--- src/rtl/vga_sync_gen.sv ---
// VGA raster timing generator: pixel/line counters advanced by a pixel-rate
// clock enable, with registered sync, visible-area and frame-start outputs.
module vga_sync_gen #(
  parameter int unsigned H_VISIBLE = 640,
  parameter int unsigned H_FRONT   = 16,
  parameter int unsigned H_SYNC    = 96,
  parameter int unsigned H_BACK    = 48,
  parameter int unsigned V_VISIBLE = 480,
  parameter int unsigned V_FRONT   = 10,
  parameter int unsigned V_SYNC    = 2,
  parameter int unsigned V_BACK    = 33,
  parameter int unsigned CNT_W     = 10
) (
  input  logic             clk,
  input  logic             reset,
  input  logic             pix_en,
  output logic             hsync,
  output logic             vsync,
  output logic             video_on,
  output logic [CNT_W-1:0] pixel_x,
  output logic [CNT_W-1:0] pixel_y,
  output logic             frame_start
);

  localparam int unsigned H_TOTAL = H_VISIBLE + H_FRONT + H_SYNC + H_BACK;
  localparam int unsigned V_TOTAL = V_VISIBLE + V_FRONT + V_SYNC + V_BACK;

  localparam logic [CNT_W-1:0] H_LAST = CNT_W'(H_TOTAL - 1);
  localparam logic [CNT_W-1:0] V_LAST = CNT_W'(V_TOTAL - 1);

  localparam int unsigned H_SYNC_START = H_VISIBLE + H_FRONT;
  localparam int unsigned H_SYNC_END   = H_VISIBLE + H_FRONT + H_SYNC;
  localparam int unsigned V_SYNC_START = V_VISIBLE + V_FRONT;
  localparam int unsigned V_SYNC_END   = V_VISIBLE + V_FRONT + V_SYNC;

  logic [CNT_W-1:0] pixel_x_q, pixel_x_d;
  logic [CNT_W-1:0] pixel_y_q, pixel_y_d;
  logic             hsync_q, hsync_d;
  logic             vsync_q, vsync_d;
  logic             video_on_q, video_on_d;
  logic             frame_start_q, frame_start_d;
  logic [31:0]      x_ext, y_ext;

  // Next-state counters, plus decode from the next-state values so every
  // output lands on the same edge as the coordinates it describes.
  // Decode compares in 32 bits so a sync window ending exactly at 2^CNT_W
  // cannot wrap to zero.
  always_comb begin
    pixel_x_d     = pixel_x_q;
    pixel_y_d     = pixel_y_q;
    frame_start_d = 1'b0;
    if (pix_en) begin
      if (pixel_x_q == H_LAST) begin
        pixel_x_d = '0;
        if (pixel_y_q == V_LAST) begin
          pixel_y_d     = '0;
          frame_start_d = 1'b1;
        end else begin
          pixel_y_d = pixel_y_q + CNT_W'(1);
        end
      end else begin
        pixel_x_d = pixel_x_q + CNT_W'(1);
      end
    end
    x_ext      = 32'(pixel_x_d);
    y_ext      = 32'(pixel_y_d);
    hsync_d    = !((x_ext >= H_SYNC_START) && (x_ext < H_SYNC_END));
    vsync_d    = !((y_ext >= V_SYNC_START) && (y_ext < V_SYNC_END));
    video_on_d = (x_ext < H_VISIBLE) && (y_ext < V_VISIBLE);
  end

  // State register; reset parks the raster at (0,0) with syncs idle.
  always_ff @(posedge clk or posedge reset) begin
    if (reset) begin
      pixel_x_q     <= '0;
      pixel_y_q     <= '0;
      hsync_q       <= 1'b1;
      vsync_q       <= 1'b1;
      video_on_q    <= 1'b1;
      frame_start_q <= 1'b0;
    end else begin
      pixel_x_q     <= pixel_x_d;
      pixel_y_q     <= pixel_y_d;
      hsync_q       <= hsync_d;
      vsync_q       <= vsync_d;
      video_on_q    <= video_on_d;
      frame_start_q <= frame_start_d;
    end
  end

  assign pixel_x     = pixel_x_q;
  assign pixel_y     = pixel_y_q;
  assign hsync       = hsync_q;
  assign vsync       = vsync_q;
  assign video_on    = video_on_q;
  assign frame_start = frame_start_q;

endmodule
--- config.mk ---
export PLATFORM = sky130hd
export DESIGN_NAME = vga_sync_gen
export DESIGN_NICKNAME = d
export VERILOG_FILES = /design/src/rtl/vga_sync_gen.sv
export SDC_FILE = /design/constraint.sdc
export NUM_CORES = 1
export LEC_CHECK = 0
export BUFFER_PORTS_ARGS = -buffer_cell sky130_fd_sc_hd__buf_2
export CAP_MARGIN = 20
export CORE_UTILIZATION = 55
export CTS_BUF_LIST = sky130_fd_sc_hd__clkbuf_8
export DETAILED_ROUTE_END_ITERATION = 12
export GPL_TIMING_DRIVEN = 0
export PLACE_DENSITY = 0.9
export RECOVER_POWER = 50
export SLEW_MARGIN = 10
export SYNTH_ARGS = -nofsm -noshare
export SYNTH_HDL_FRONTEND = slang
export SYNTH_SLANG_ARGS = --single-unit
export TNS_END_PERCENT = 1
--- constraint.sdc ---
create_clock -name clk -period 6.05 [get_ports clk]
set_input_delay 0.605 -clock clk [delete_from_list [all_inputs] [get_ports clk]]
set_output_delay 0.605 -clock clk [all_outputs]
set_load 0.01 [all_outputs]
After elaboration in Yosys (flattened, before gate mapping)
Index checks and enable logic that the tools add are counted.
- register bits after elaboration: 24
- output and inout bits: 24
- add/subtract/negate cells: 2
- $lt $le $gt $ge: 6
- eq/ne operators: 2
- reductions and logical operators: 5
- mux-type cells: 8
- operators with widths (cell ; count):
    $mux 10 ; 5
    $add 10x1->10 const B ; 2
    $eq 10x10->1 const B ; 2
    $lt 10x10->1 const B ; 2
    $lt 10x9->1 const B ; 2
    $ge 10x10->1 const B ; 1
    $ge 10x9->1 const B ; 1
    $logic_and 1x1->1 ; 3
    $mux 1 ; 3
    $logic_not 1->1 ; 2

Depth between registers and ports, before layout
Gate-level depths: netlist (run 1).
- depth in word-level cells: 7
- gate-level depth with buffers: 7
- gate-level depth less buffers: 7

Worst setup path before layout (run 1)
No wires, ideal clock.
- path kind: input-to-reg
- from: input pix_en
- to: register vsync_q, in the netlist vsync
- library setup time: 0.097 ns
- data arrival time: 2.327 ns
- path buffers: 2
- stages: 7
- required time: 5.953 ns
- path slack: 3.626 ns
- cells stage by stage: clkbuf_8 nand3_1 or4_4 buf_6 or3_4 a222oi_1 nand4bb_1
- longest elaborated chain between the ends: 4
- elaborated cells on any way between the ends: 5
- ends and longest elaborated chain (what ; line ; RTL):
    start: declaration ; 16 ; input logic pix_en,
    $mux 10 (*) ; 52 ; if (pix_en) begin
    $ge 10x9->1 / $lt 10x9->1 (equally long branches) ; 68 ; vsync_d = !((y_ext >= V_SYNC_START) && (y_ext < V_SYNC_END));
    $logic_and 1x1->1 (*) ; 68 ;
    $logic_not 1->1 (*) ; 68 ;
    named net vsync_d ; 39 ; logic vsync_q, vsync_d;
    end signal: assignment ; 85 ; vsync_q <= vsync_d;
    end: declaration ; 39 ;
The timed path passes the listed nets; every way through them passes the cells marked *.

Worst setup path after layout (run 1)
- from: register pixel_x_q[0], in the netlist pixel_x[0]
- to: register pixel_y_q[8], in the netlist pixel_y[8]
- longest elaborated chain between the ends: 3
- ends and longest elaborated chain (what ; line ; RTL):
    start: declaration ; 36 ; logic [CNT_W-1:0] pixel_x_q, pixel_x_d;
    start signal: assignment ; 82 ; pixel_x_q <= pixel_x_d;
    $eq 10x10->1 ; 53 ; if (pixel_x_q == H_LAST) begin
    $mux 10 ; 53 ;
    $mux 10 ; 52 ;
    named net pixel_y_d[8] ; 37 ; logic [CNT_W-1:0] pixel_y_q, pixel_y_d;
    end signal: assignment ; 83 ; pixel_y_q <= pixel_y_d;
    end: declaration ; 37 ;
The timed path passes the listed nets, and every way through them passes these cells.

==> metrics.csv, run 1 <==
stage,metric,value,unit
power_and_ir_drop,internal_power,0.000287,W
power_and_ir_drop,swShare,0.343,
worst_setup_path,required,6.24,ns
global_routing,antenna_found_initial,0,
cts,clk-insertion-delay-late,0.27,ns
worst_setup_path,critPathKind,flop to flop,
power_and_ir_drop,p_switching,0.000150,W
detailed_routing,drt-total-wl,3030,um
cells_and_area,post-route-util,0.694,
place,port-buffer-count,25,
detailed_routing,wire_per_inst,15.1,um
global_routing,grt_max_degree,25,
power_and_ir_drop,power_frac_seq,0.489,
sta,setup_viol,0,
cts,clock_sinks,24,
cells_and_area,drive_above_1_share,0.185,
global_routing,grt_usage,0.255,
detailed_routing,first_pass_iters,4,
cells_and_area,ff_latch_area,604,um2
cts,cts_hold_buf,0,
cts,cts_root_buf,clkbuf_8,
job,drv_cap,0,
cells_and_area,syn_to_final_growth,14.8,%
worst_setup_path,slowest_stage,nor4_1,
sta,max_slew.worst_pin.slew,1.04,ns
power_and_ir_drop,power.total,0.000437,W
cts,clk_pin_slew,0.08,ns
yosys,syn_nets,150,
yosys,avgSynthCellArea,9.56,um2
global_routing,grt_pass1_wl,5040,um
cts,htree_num_levels,1,
yosys,async_reset_ff_frac,1.00,
sta,max_clock_freq,0.378,GHz
detailed_routing,vias,1251,
yosys,ys.flop_type,dfrtp_1,
cts,cts_setup_buffers,0,
yosys,synth_area,1380,um2
cells_and_area,fillCellCount,186,
sta,slew_headroom,0.300,
sta,min_period,2.64,ns
cells_and_area,nets,180,
worst_setup_path,cp_num_buf_inv,1,
sta,grt_setup_unrepaired,false,
floorplan,start_util,0.605,
power_and_ir_drop,p_comb_frac,0.261,
yosys,ys_ff_latch,24,
power_and_ir_drop,pwr_density_cell,277,nW/um2
detailed_routing,viasPerCell,6.22,
sta,post-route-period-util,0.437,
floorplan,dieHeight,52.0,um
power_and_ir_drop,leakage,0.705,nW
cts,cts_inserted_buffers,3,
yosys,ys.warnings.count,0,
floorplan,rows,17,
sta,hold_viol_final,0,
floorplan,io_pins,27,
worst_setup_path,cpLargestDelayFamily,simple AND/OR/NAND/NOR gates,
floorplan,die_area,2710,um2
floorplan,core_area,2280,um2
power_and_ir_drop,clockPowerShare,0.250,
cts,cts_tree,yes,
worst_setup_path,slowest_delay,0.87,ns
worst_setup_path,arrival,2.84,ns
sta,setup_tns,0,ns
global_routing,grt-ovfl-total,0,
cts,clk_path_buf_depth,2,
global_routing,grt_pass1_vias,1208,
yosys,synth_cell_types,42,
cells_and_area,multiInputGateArea,679,um2
yosys,synth-seq-area-share,0.439,
sta,hold-worst-slack,0.509,ns
power_and_ir_drop,peakVddDrop,229,uV
outcome,status,"finished, final reports clean",
yosys,syn_inst,144,
cts,cts_resized,0,
sta,clock-skew-final,0.00380,ns
floorplan,die_w,52.0,um
detailed_routing,ant_nets,0,
place,hpwlAfterDp,2160,um
worst_setup_path,path_max_fanout,10,
worst_setup_path,cp-start-kind,flop,
detailed_routing,drtIter0Drc,72,
worst_setup_path,crit_path_end_kind,flop,
place,finalWeightedCongestion,0.918,
sta,report.final.slew_viol_count,0,
cells_and_area,n_antenna_cell,0,
detailed_routing,drc_errors,0,
worst_hold_path,hold_class,input pin to async pin,
yosys,synth_edf_count,0,
worst_setup_path,crit_chain,"ha_1, nand3_1, nor4_1, clkbuf_1, nand2_1, nor2_1, xor2_1",
-- registers in the layout, summed over array words and instances (netlist names) --
| signal | cells |
|---|---|
| frame_start | 1 |
| hsync | 1 |
| pixel_x | 10 |
| pixel_y | 10 |
| video_on | 1 |
| vsync | 1 |
-- stage by stage --
step	setup slack, ns	instances	instance area, um2
2_1_floorplan	3.63	144	1380
4_1_cts	3.45	201	1590
5_1_grt	3.18	201	1580
3_5_place_dp	3.39	197	1540
6_report	3.41	201	1580
3_3_place_gp	3.49	197	1540
-- cell usage in the layout (no fill, tap or decap), types with 4 or more instances in the layout --
master,netlist,final
a21oi_1,4,4
buf_2,0,16
clkbuf_1,2,11
clkbuf_8,1,5
dfrtp_1,21,21
inv_1,11,11
nand2_1,16,16
nand3_1,8,8
nand4_1,10,10
nor2_1,8,8
nor3_1,4,4
o21ai_0,8,8
xnor2_1,4,4
xor2_1,4,4
-- worst paths after layout --
check / depth (start not counted) / from / end / slack (ns)
setup / recovery: 7 / pixel_x[0] / pixel_y[8] / 3.41
setup reg to reg: 7 / pixel_x[0] / pixel_y[8] / 3.41
min in group clk: 1 / pixel_y[8] / pixel_y[8] / 0.59
hold reg to reg: 1 / pixel_y[8] / pixel_y[8] / 0.59
max in group asynchronous: 2 / reset / pixel_x[4] / 5.00
hold / removal: 2 / reset / pixel_x[7] / 0.51
-- routing by layer --
| layer | wire (um) | vias to the layer above | global-route usage |
|---|---|---|---|
| met5 | 0 | - | 0 |
| met4 | 51 | 0 | 0.135 |
| met3 | 226 | 5 | 0.0234 |
| met2 | 1470 | 62 | 0.408 |
| met1 | 1280 | 594 | 0.338 |
| li1 | - | 590 | - |
-- power groups by stage --
| stage | Sequential (W) | Combinational [W] | Clock [W] |
|---|---|---|---|
| 4_1_cts | 0.000213 | 0.000118 | 0.000112 |
| 2_1_floorplan | 0.000223 | 0.0000673 | 0 |
| 3_3_place_gp | 0.000214 | 0.000111 | 0 |
| 5_1_grt | 0.000219 | 0.000130 | 0.000115 |
| 3_5_place_dp | 0.000216 | 0.000116 | 0 |
| 6_report | 0.000214 | 0.000114 | 0.000109 |
-- cells by family after synthesis --
kind of cell | count (synthesis) | share of synthesized area
buffers and inverters | 17 | 0.0673
AO/OA/AOI/OAI | 25 | 0.123
AND/OR/NAND/NOR | 65 | 0.277
XOR/XNOR | 8 | 0.0509
adder cells (fa/ha/maj) | 3 | 0.0273
flip-flops | 24 | 0.439
multiplexers | 2 | 0.0155
-- Yosys cell counts (4+ instances only) --
master   count  area [um2]
inv_1       11        41.3
nor2_1       8        30.0
xor2_1       4        35.0
nand2_1     16        60.1
nand3_1      8        40.0
nor3_1       4        20.0
a21oi_1      4        20.0
nand4_1     10        62.6
dfrtp_1     21         526
xnor2_1      4        35.0
o21ai_0      8        40.0
-- cell type report --
cell class                 count  share of cell area
tap                           28              0.0222
multi-input combinational    103               0.430
timing repair buffer          25              0.0721
buffer                         6              0.0325
inverter                      11              0.0261
clock buffer                   4              0.0348
sequential                    24               0.382
-- worst reg2reg max path: cells and delay by family, from the launching register on --
family	cells	cell delay, ns
AND/OR/NAND/NOR	4	1.28
buffers and inverters	1	0.45
flip-flops	1	0.41
adder cells (fa/ha/maj)	1	0.27
XOR/XNOR	1	0.17
Note: power is estimated with default switching activity, not from simulation.
==> inputs of run 2 (changes only) <==
--- a/config.mk
+++ b/config.mk
@@ -5,13 +5,14 @@
 export SDC_FILE = /design/constraint.sdc
 export NUM_CORES = 1
 export LEC_CHECK = 0
+export ABC_AREA = 1
 export BUFFER_PORTS_ARGS = -buffer_cell sky130_fd_sc_hd__buf_2
 export CAP_MARGIN = 20
-export CORE_UTILIZATION = 55
+export CORE_UTILIZATION = 51
 export CTS_BUF_LIST = sky130_fd_sc_hd__clkbuf_8
 export DETAILED_ROUTE_END_ITERATION = 12
 export GPL_TIMING_DRIVEN = 0
-export PLACE_DENSITY = 0.9
+export PLACE_DENSITY = 0.87
 export RECOVER_POWER = 50
 export SLEW_MARGIN = 10
 export SYNTH_ARGS = -nofsm -noshare
==> constraint.sdc (replaced) <==
create_clock -name clk -period 2.3 [get_ports clk]
set_input_delay 0.23 -clock clk [delete_from_list [all_inputs] [get_ports clk]]
set_output_delay 0.23 -clock clk [all_outputs]
set_load 0.01 [all_outputs]
==> run 2 against run 1 <==
Compared with the run above: critical endpoint is now vsync; synthesized cell count is 28% higher; maximum frequency is 39% higher; hold slack worse by 0.37 ns; final cell count is 21% higher.
==> metrics.csv, run 2 <==
stage,metric,value,unit,change
cells_and_area,syn_to_final_growth,14.1,%,
place,dpl_cell_area,1600,um2,+4.2%
yosys,ys_ff_latch,24,,unchanged
yosys,synth.area.top_cells,"dfrtp_1 (37%), nand2_1 (10%), inv_1 (7.6%)",,
global_routing,grt_usage,0.228,,-0.0264
power_and_ir_drop,pwr_density_cell,806,nW/um2,+190%
worst_setup_path,critPathKind,flop to flop,,
place,finalWeightedCongestion,0.841,,-8.3%
sta,grt_setup_unrepaired,false,,
detailed_routing,first_pass_iters,4,,unchanged
cts,cts_setup_buffers,0,,unchanged
detailed_routing,ant_nets,0,,unchanged
yosys,synth_area,1440,um2,+4.5%
cts,cts_root_buf,clkbuf_8,,
cells_and_area,layout_commonest_cell,nand2_1,,
yosys,ys.flop_type,dfrtp_1,,
cts,htree_num_levels,1,,unchanged
detailed_routing,viasPerCell,5.03,,-19%
sta,setup_tns,0,ns,unchanged
floorplan,rows,18,,+1
floorplan,core_area,2570,um2,+13%
cts,cts_resized,0,,unchanged
sta,min_period,1.90,ns,-0.743 ns
yosys,synth_edf_count,0,,unchanged
place,port-buffer-count,25,,unchanged
worst_setup_path,required,2.49,ns,-3.75 ns
sta,clock-skew-final,0.00243,ns,-0.00137 ns
global_routing,grt-ovfl-total,0,,unchanged
detailed_routing,wire_per_inst,11.7,um,-22%
sta,max_slew.worst_pin.slew,0.879,ns,-0.161 ns
yosys,avgSynthCellArea,7.78,um2,-19%
cells_and_area,drive_above_1_share,0.215,,+0.0300
floorplan,dieHeight,55.1,um,+5.9%
sta,max_clock_freq,0.526,GHz,+39%
outcome,status,"finished, final reports clean",,
worst_setup_path,r2r_slack,0.40,ns,-3.01 ns
worst_setup_path,reg2reg_depth,10,,+3
yosys,async_reset_ff_frac,1.00,,unchanged
cells_and_area,nets,221,,+23%
sta,setup_viol,0,,unchanged
yosys,syn_nets,191,,+27%
yosys,synth_top_area_cell,dfrtp_1,,
cells_and_area,final_cell_mix,"nand2_1 (40), inv_1 (29), dfrtp_1 (21)",,
worst_setup_path,path_max_fanout,6,,-4
yosys,synth_cell_types,29,,-31%
detailed_routing,drt-total-wl,2870,um,-5.3%
sta,hold_viol_final,0,,unchanged
detailed_routing,drc_errors,0,,unchanged
power_and_ir_drop,leakage,0.843,nW,+20%
power_and_ir_drop,peakVddDrop,725,uV,+220%
cts,cts_hold_buf,0,,unchanged
global_routing,grt_pass1_vias,1134,,-6.1%
worst_setup_path,timing.rr.end,vsync,,
cts,clock_sinks,24,,unchanged
floorplan,die_w,55.1,um,+5.9%
detailed_routing,vias,1227,,-1.9%
place,dp_cells,240,,+22%
yosys,synth_common_cells,"nand2_1 (40), inv_1 (29), dfrtp_1 (21), nor2_1 (18), nand3_1 (16)",,
yosys,synth-seq-area-share,0.420,,-0.0191
yosys,ys.warnings.count,0,,unchanged
detailed_routing,drtIter0Drc,19,,-74%
cts,cts_inserted_buffers,3,,unchanged
job,drv_cap,0,,unchanged
yosys,syn_inst,185,,+28%
worst_setup_path,cp-start-kind,flop,,
cts,clk-insertion-delay-late,0.27,ns,about the same
global_routing,antenna_found_initial,0,,unchanged
floorplan,start_util,0.560,,-0.0443
floorplan,die_area,3040,um2,+12%
worst_setup_path,crit_path_end_kind,flop,,
floorplan,io_pins,27,,unchanged
sta,post-route-period-util,0.826,,+0.389
global_routing,grt_pass1_wl,4810,um,-4.6%
cts,cts_tree,yes,,
sta,slew_headroom,0.413,,+0.113
worst_setup_path,worstReg2RegStart,pixel_x[0],,
place,hpwlAfterDp,2140,um,-0.76%
cts,clk_pin_slew,0.08,ns,about the same
global_routing,grt_max_degree,25,,unchanged
cells_and_area,n_antenna_cell,0,,unchanged
cts,clk_path_buf_depth,2,,unchanged
cells_and_area,finalNonFillerCells,244,,+21%
yosys,yosysMostFrequentCell,nand2_1,,
worst_hold_path,hold_class,input pin to async pin,,
cells_and_area,design_area,1640,um2,+3.9%
worst_setup_path,arrival,2.09,ns,-0.75 ns
yosys,netlist.area_leader.share,0.365,,-0.0166
sta,report.final.slew_viol_count,0,,unchanged
## run 2: power breakdown
| group | internal (W) | switching [W] | leakage, nW | total, W |
|---|---|---|---|---|
| logic | 0.000155 | 0.000256 | 0.548 | 0.000411 |
| registers | 0.000507 | 0.000120 | 0.266 | 0.000628 |
| clock network | 0.000153 | 0.000131 | 0.0288 | 0.000284 |
## run 2: worst max-delay path by stage
stage / from / to / cells after the start
floorplan: pixel_x[0] / video_on / 9
global placement: pixel_x[0] / video_on / 9
detailed placement: pixel_x[0] / vsync / 10
CTS: pixel_x[0] / vsync / 10
global route: pixel_x[0] / vsync / 10
finish: pixel_x[0] / vsync / 10
## run 2: layer usage
layer  global-route usage  up-vias  wire [um]
met2                0.404       19       1400
met5                    0        -          0
met3               0.0383        5         81
met1                0.261      573       1330
li1                     -      630          -
met4                0.121        0         53
## run 2: kinds of logic after synthesis
family | count (synthesis) | synth area share
compound gates | 14 | 0.0609
xor+xnor | 7 | 0.0426
fa+ha+maj | 3 | 0.0261
buf+inv | 37 | 0.107
flops | 24 | 0.420
simple gates | 100 | 0.343
## run 2: final cells by class
cell class | count | area, um2
buffer | 2 | 22.5
inverter | 35 | 131
tap | 30 | 37.5
sequential | 24 | 604
multi-input combinational | 124 | 681
fill | 235 | 926
clock buffer | 4 | 55.1
timing repair buffer | 25 | 110
## run 2: critical path, stage by stage (launching register included)
cell and delay (ns):
dfrtp_1 0.45, ha_1 0.26, nand2_1 0.07, nor2_1 0.12, nand3_2 0.12, nor2_1 0.23, inv_1 0.13, nand3_1 0.12
nand3_1 0.10, nor2_1 0.13, nand3_1 0.10
## run 2: stage by stage
stage               utilization  hold WS [ns]  worst slack [ns]  total power [W]
finish                    0.639         0.136             0.399          0.00132
global route              0.639         0.223             0.182          0.00143
CTS                       0.645         0.162             0.382          0.00134
detailed placement        0.624         0.461             0.430          0.00106
global placement          0.624         0.447             0.422          0.00104
floorplan                     -         0.242             0.639         0.000909
==> inputs of run 3 (changes only) <==
==> constraint.sdc (replaced) <==
create_clock -name clk -period 1.6 [get_ports clk]
set_input_delay 0.16 -clock clk [delete_from_list [all_inputs] [get_ports clk]]
set_output_delay 0.16 -clock clk [all_outputs]
set_load 0.01 [all_outputs]
==> run 3 against run 2 <==
Compared with the run above: the run now ends with negative setup slack left; flip-flop and latch count unchanged; sequential power is 45% higher; maximum frequency is 5.9% higher; largest cell class unchanged; highest routed layer unchanged.
==> metrics.csv, run 3 (synthesized netlist as in run 2, its figures left out) <==
stage,metric,value,unit,change
power_and_ir_drop,p_comb_frac,0.398,,+0.087
global_routing,grt-ovfl-total,0,,unchanged
sta,setup_slack,-0.194,ns,-0.593 ns
global_routing,grt_max_degree,25,,unchanged
cells_and_area,post-route-util,0.740,,+0.101
cts,cts_tree,yes,,
detailed_routing,wire_per_inst,14.3,um,+22%
sta,report.final.slew_viol_count,0,,unchanged
global_routing,grt_usage,0.253,,+0.0247
power_and_ir_drop,pwr_density_cell,1110,nW/um2,+38%
cells_and_area,syn_to_final_growth,32.1,%,
global_routing,groute.layer.met1.usage,0.324,,+0.0630
worst_hold_path,hold_class,input pin to async pin,,
power_and_ir_drop,internal_power,0.00126,W,+55%
detailed_routing,first_pass_iters,4,,unchanged
sta,max_slew.worst_pin.slew,0.874,ns,-0.00580 ns
detailed_routing,ant_nets,0,,unchanged
cells_and_area,layout_commonest_cell,nand2_1,,
place,finalWeightedCongestion,0.829,,-1.5%
sta,min_period,1.79,ns,-0.107 ns
detailed_routing,viasPerCell,5.42,,+7.7%
power_and_ir_drop,p_switching,0.000850,W,+68%
place,dp_cells,240,,unchanged
global_routing,grt_use_met2,0.424,,+0.0201
worst_setup_path,cp_num_buf_inv,2,,+1
floorplan,start_util,0.560,,unchanged
cts,clk-insertion-delay-late,0.26,ns,about the same
place,port-buffer-count,25,,unchanged
sta,post-route-period-util,1.12,,+0.295
job,drv_cap,0,,unchanged
cells_and_area,final_cell_mix,"nand2_1 (38), inv_1 (27), buf_2 (17)",,
power_and_ir_drop,leakage,0.966,nW,+15%
cts,clock_sinks,24,,unchanged
worst_setup_path,crit_chain,"ha_4, nand2_2, nor2_2, nand3_2, buf_8, buf_6, o21bai_1, nand3_2, nand3_2, nor2_4, nand3_2",,
worst_setup_path,crit_path_end_kind,flop,,
global_routing,use_met3,0.0301,,-0.00820
worst_setup_path,slowest_delay,0.42,ns,-0.03 ns
global_routing,antenna_found_initial,0,,unchanged
sta,setup_viol,6,,+6
power_and_ir_drop,power_frac_seq,0.431,,-0.044
floorplan,die_w,55.1,um,unchanged
worst_setup_path,critPathKind,flop to flop,,
cts,cts_hold_buf,0,,unchanged
cts,cts_inserted_buffers,3,,unchanged
global_routing,grt_pass1_vias,1257,,+11%
worst_setup_path,critPathMostFrequentCell,nand3_2,,
cts,htree_num_levels,1,,unchanged
place,hpwlAfterDp,2170,um,+1.4%
floorplan,die_area,3040,um2,unchanged
cells_and_area,n_antenna_cell,0,,unchanged
cts,clk_path_buf_depth,2,,unchanged
cells_and_area,fillCellCount,188,,-20%
worst_setup_path,slowest_stage,dfrtp_1,,
outcome,status,"finished, violations left",,
sta,clock-skew-final,0.00595,ns,+0.00352 ns
outcome,violations,negative setup slack,,
detailed_routing,drt-total-wl,3730,um,+30%
global_routing,grt_pass1_wl,5340,um,+11%
sta,grt_setup_unrepaired,true,,
detailed_routing,vias,1414,,+15%
global_routing,grt.busiest_layer,met2,,
power_and_ir_drop,swShare,0.403,,+0.0194
detailed_routing,drtIter0Drc,35,,+16
floorplan,dieHeight,55.1,um,unchanged
worst_setup_path,arrival,2.00,ns,-0.09 ns
cells_and_area,finalNonFillerCells,261,,+7.0%
sta,max_clock_freq,0.557,GHz,+5.9%
power_and_ir_drop,peakVddDrop,1100,uV,+51%
floorplan,io_pins,27,,unchanged
worst_setup_path,cpLargestDelayFamily,simple AND/OR/NAND/NOR gates,,
floorplan,rows,18,,unchanged
cells_and_area,drive_above_1_share,0.429,,+0.214
cells_and_area,nets,238,,+7.7%
cts,clk_pin_slew,0.09,ns,about the same
detailed_routing,drc_errors,0,,unchanged
worst_setup_path,path_max_fanout,6,,unchanged
sta,slew_headroom,0.417,,+0.00387
power_and_ir_drop,clockPowerShare,0.171,,-0.044
sta,hold_viol_final,0,,unchanged
worst_setup_path,required,1.81,ns,-0.68 ns
worst_setup_path,cp-start-kind,flop,,
cts,cts_root_buf,clkbuf_8,,
floorplan,core_area,2570,um2,unchanged
[run 3: cell type report]
type / count / area (um2) / area share
well taps: 30 / 37.5 / 0.0197
plain buffers: 2 / 26.3 / 0.0138
flip-flops and latches: 24 / 611 / 0.321
clock buffers: 3 / 41.3 / 0.0217
repair buffers: 42 / 246 / 0.130
inverters: 35 / 131 / 0.0691
multi-input cells: 124 / 803 / 0.423
clock inverters: 1 / 3.75 / 0.00197
[run 3: worst reg2reg max path, delay by kind of cell (launching register included)]
kind / cells / cell delay [ns]
buffers and inverters: 2 / 0.30
adder cells (fa/ha/maj): 1 / 0.18
AO/OA/AOI/OAI: 1 / 0.19
flip-flops: 1 / 0.42
AND/OR/NAND/NOR: 7 / 0.64
[run 3: worst paths after layout]
path	slack, ns	from	depth (start not counted)	endpoint
setup / recovery	-0.19	pixel_x[1]	11	vsync
hold / removal	0.07	reset	2	pixel_x[3]
setup reg to reg	-0.19	pixel_x[1]	11	vsync
hold reg to reg	0.58	pixel_x[4]	1	pixel_x[4]
max in group asynchronous	0.93	reset	2	pixel_y[0]
min in group clk	0.17	pix_en	2	pixel_x[9]
[run 3: per-stage QoR]
step	TNS, ns	setup slack [ns]	hold WS (ns)	total power [W]	cell area, um2
after global placement	-0.353	-0.154	0.392	0.00152	1610
after global routing	-1.24	-0.321	0.149	0.00224	1900
final	-0.528	-0.194	0.0652	0.00211	1900
after CTS	-0.225	-0.127	0.103	0.00201	1770
after detailed placement	-0.478	-0.203	0.397	0.00153	1610
after floorplan	-0.00614	-0.00490	0.172	0.00132	1450
[run 3: power groups by stage]
stage                     combinational [W]  sequential [W]  clock (W)
after global placement             0.000609        0.000906          0
final                              0.000841        0.000909   0.000361
after detailed placement           0.000625        0.000910          0
after floorplan                    0.000379        0.000944          0
after CTS                          0.000744        0.000892   0.000374
after global routing               0.000925        0.000926   0.000394
[run 3: routing by layer]
layer / vias to the layer above / wire length [um] / share of wire
li1: 676 / - / -
met1: 675 / 1620 / 0.43
met2: 55 / 1860 / 0.50
met3: 8 / 182 / 0.049
met4: 0 / 72 / 0.019
met5: - / 0 / 0
[run 3: repair_timing]
action | 4_1_cts | 5_1_grt
pin swaps | 8 | 12
setup buffers | 9 | 8
setup endpoints to repair | 4 | 10
gates resized for setup | 15 | 23
endpoints found under the hold margin | 0 | 0
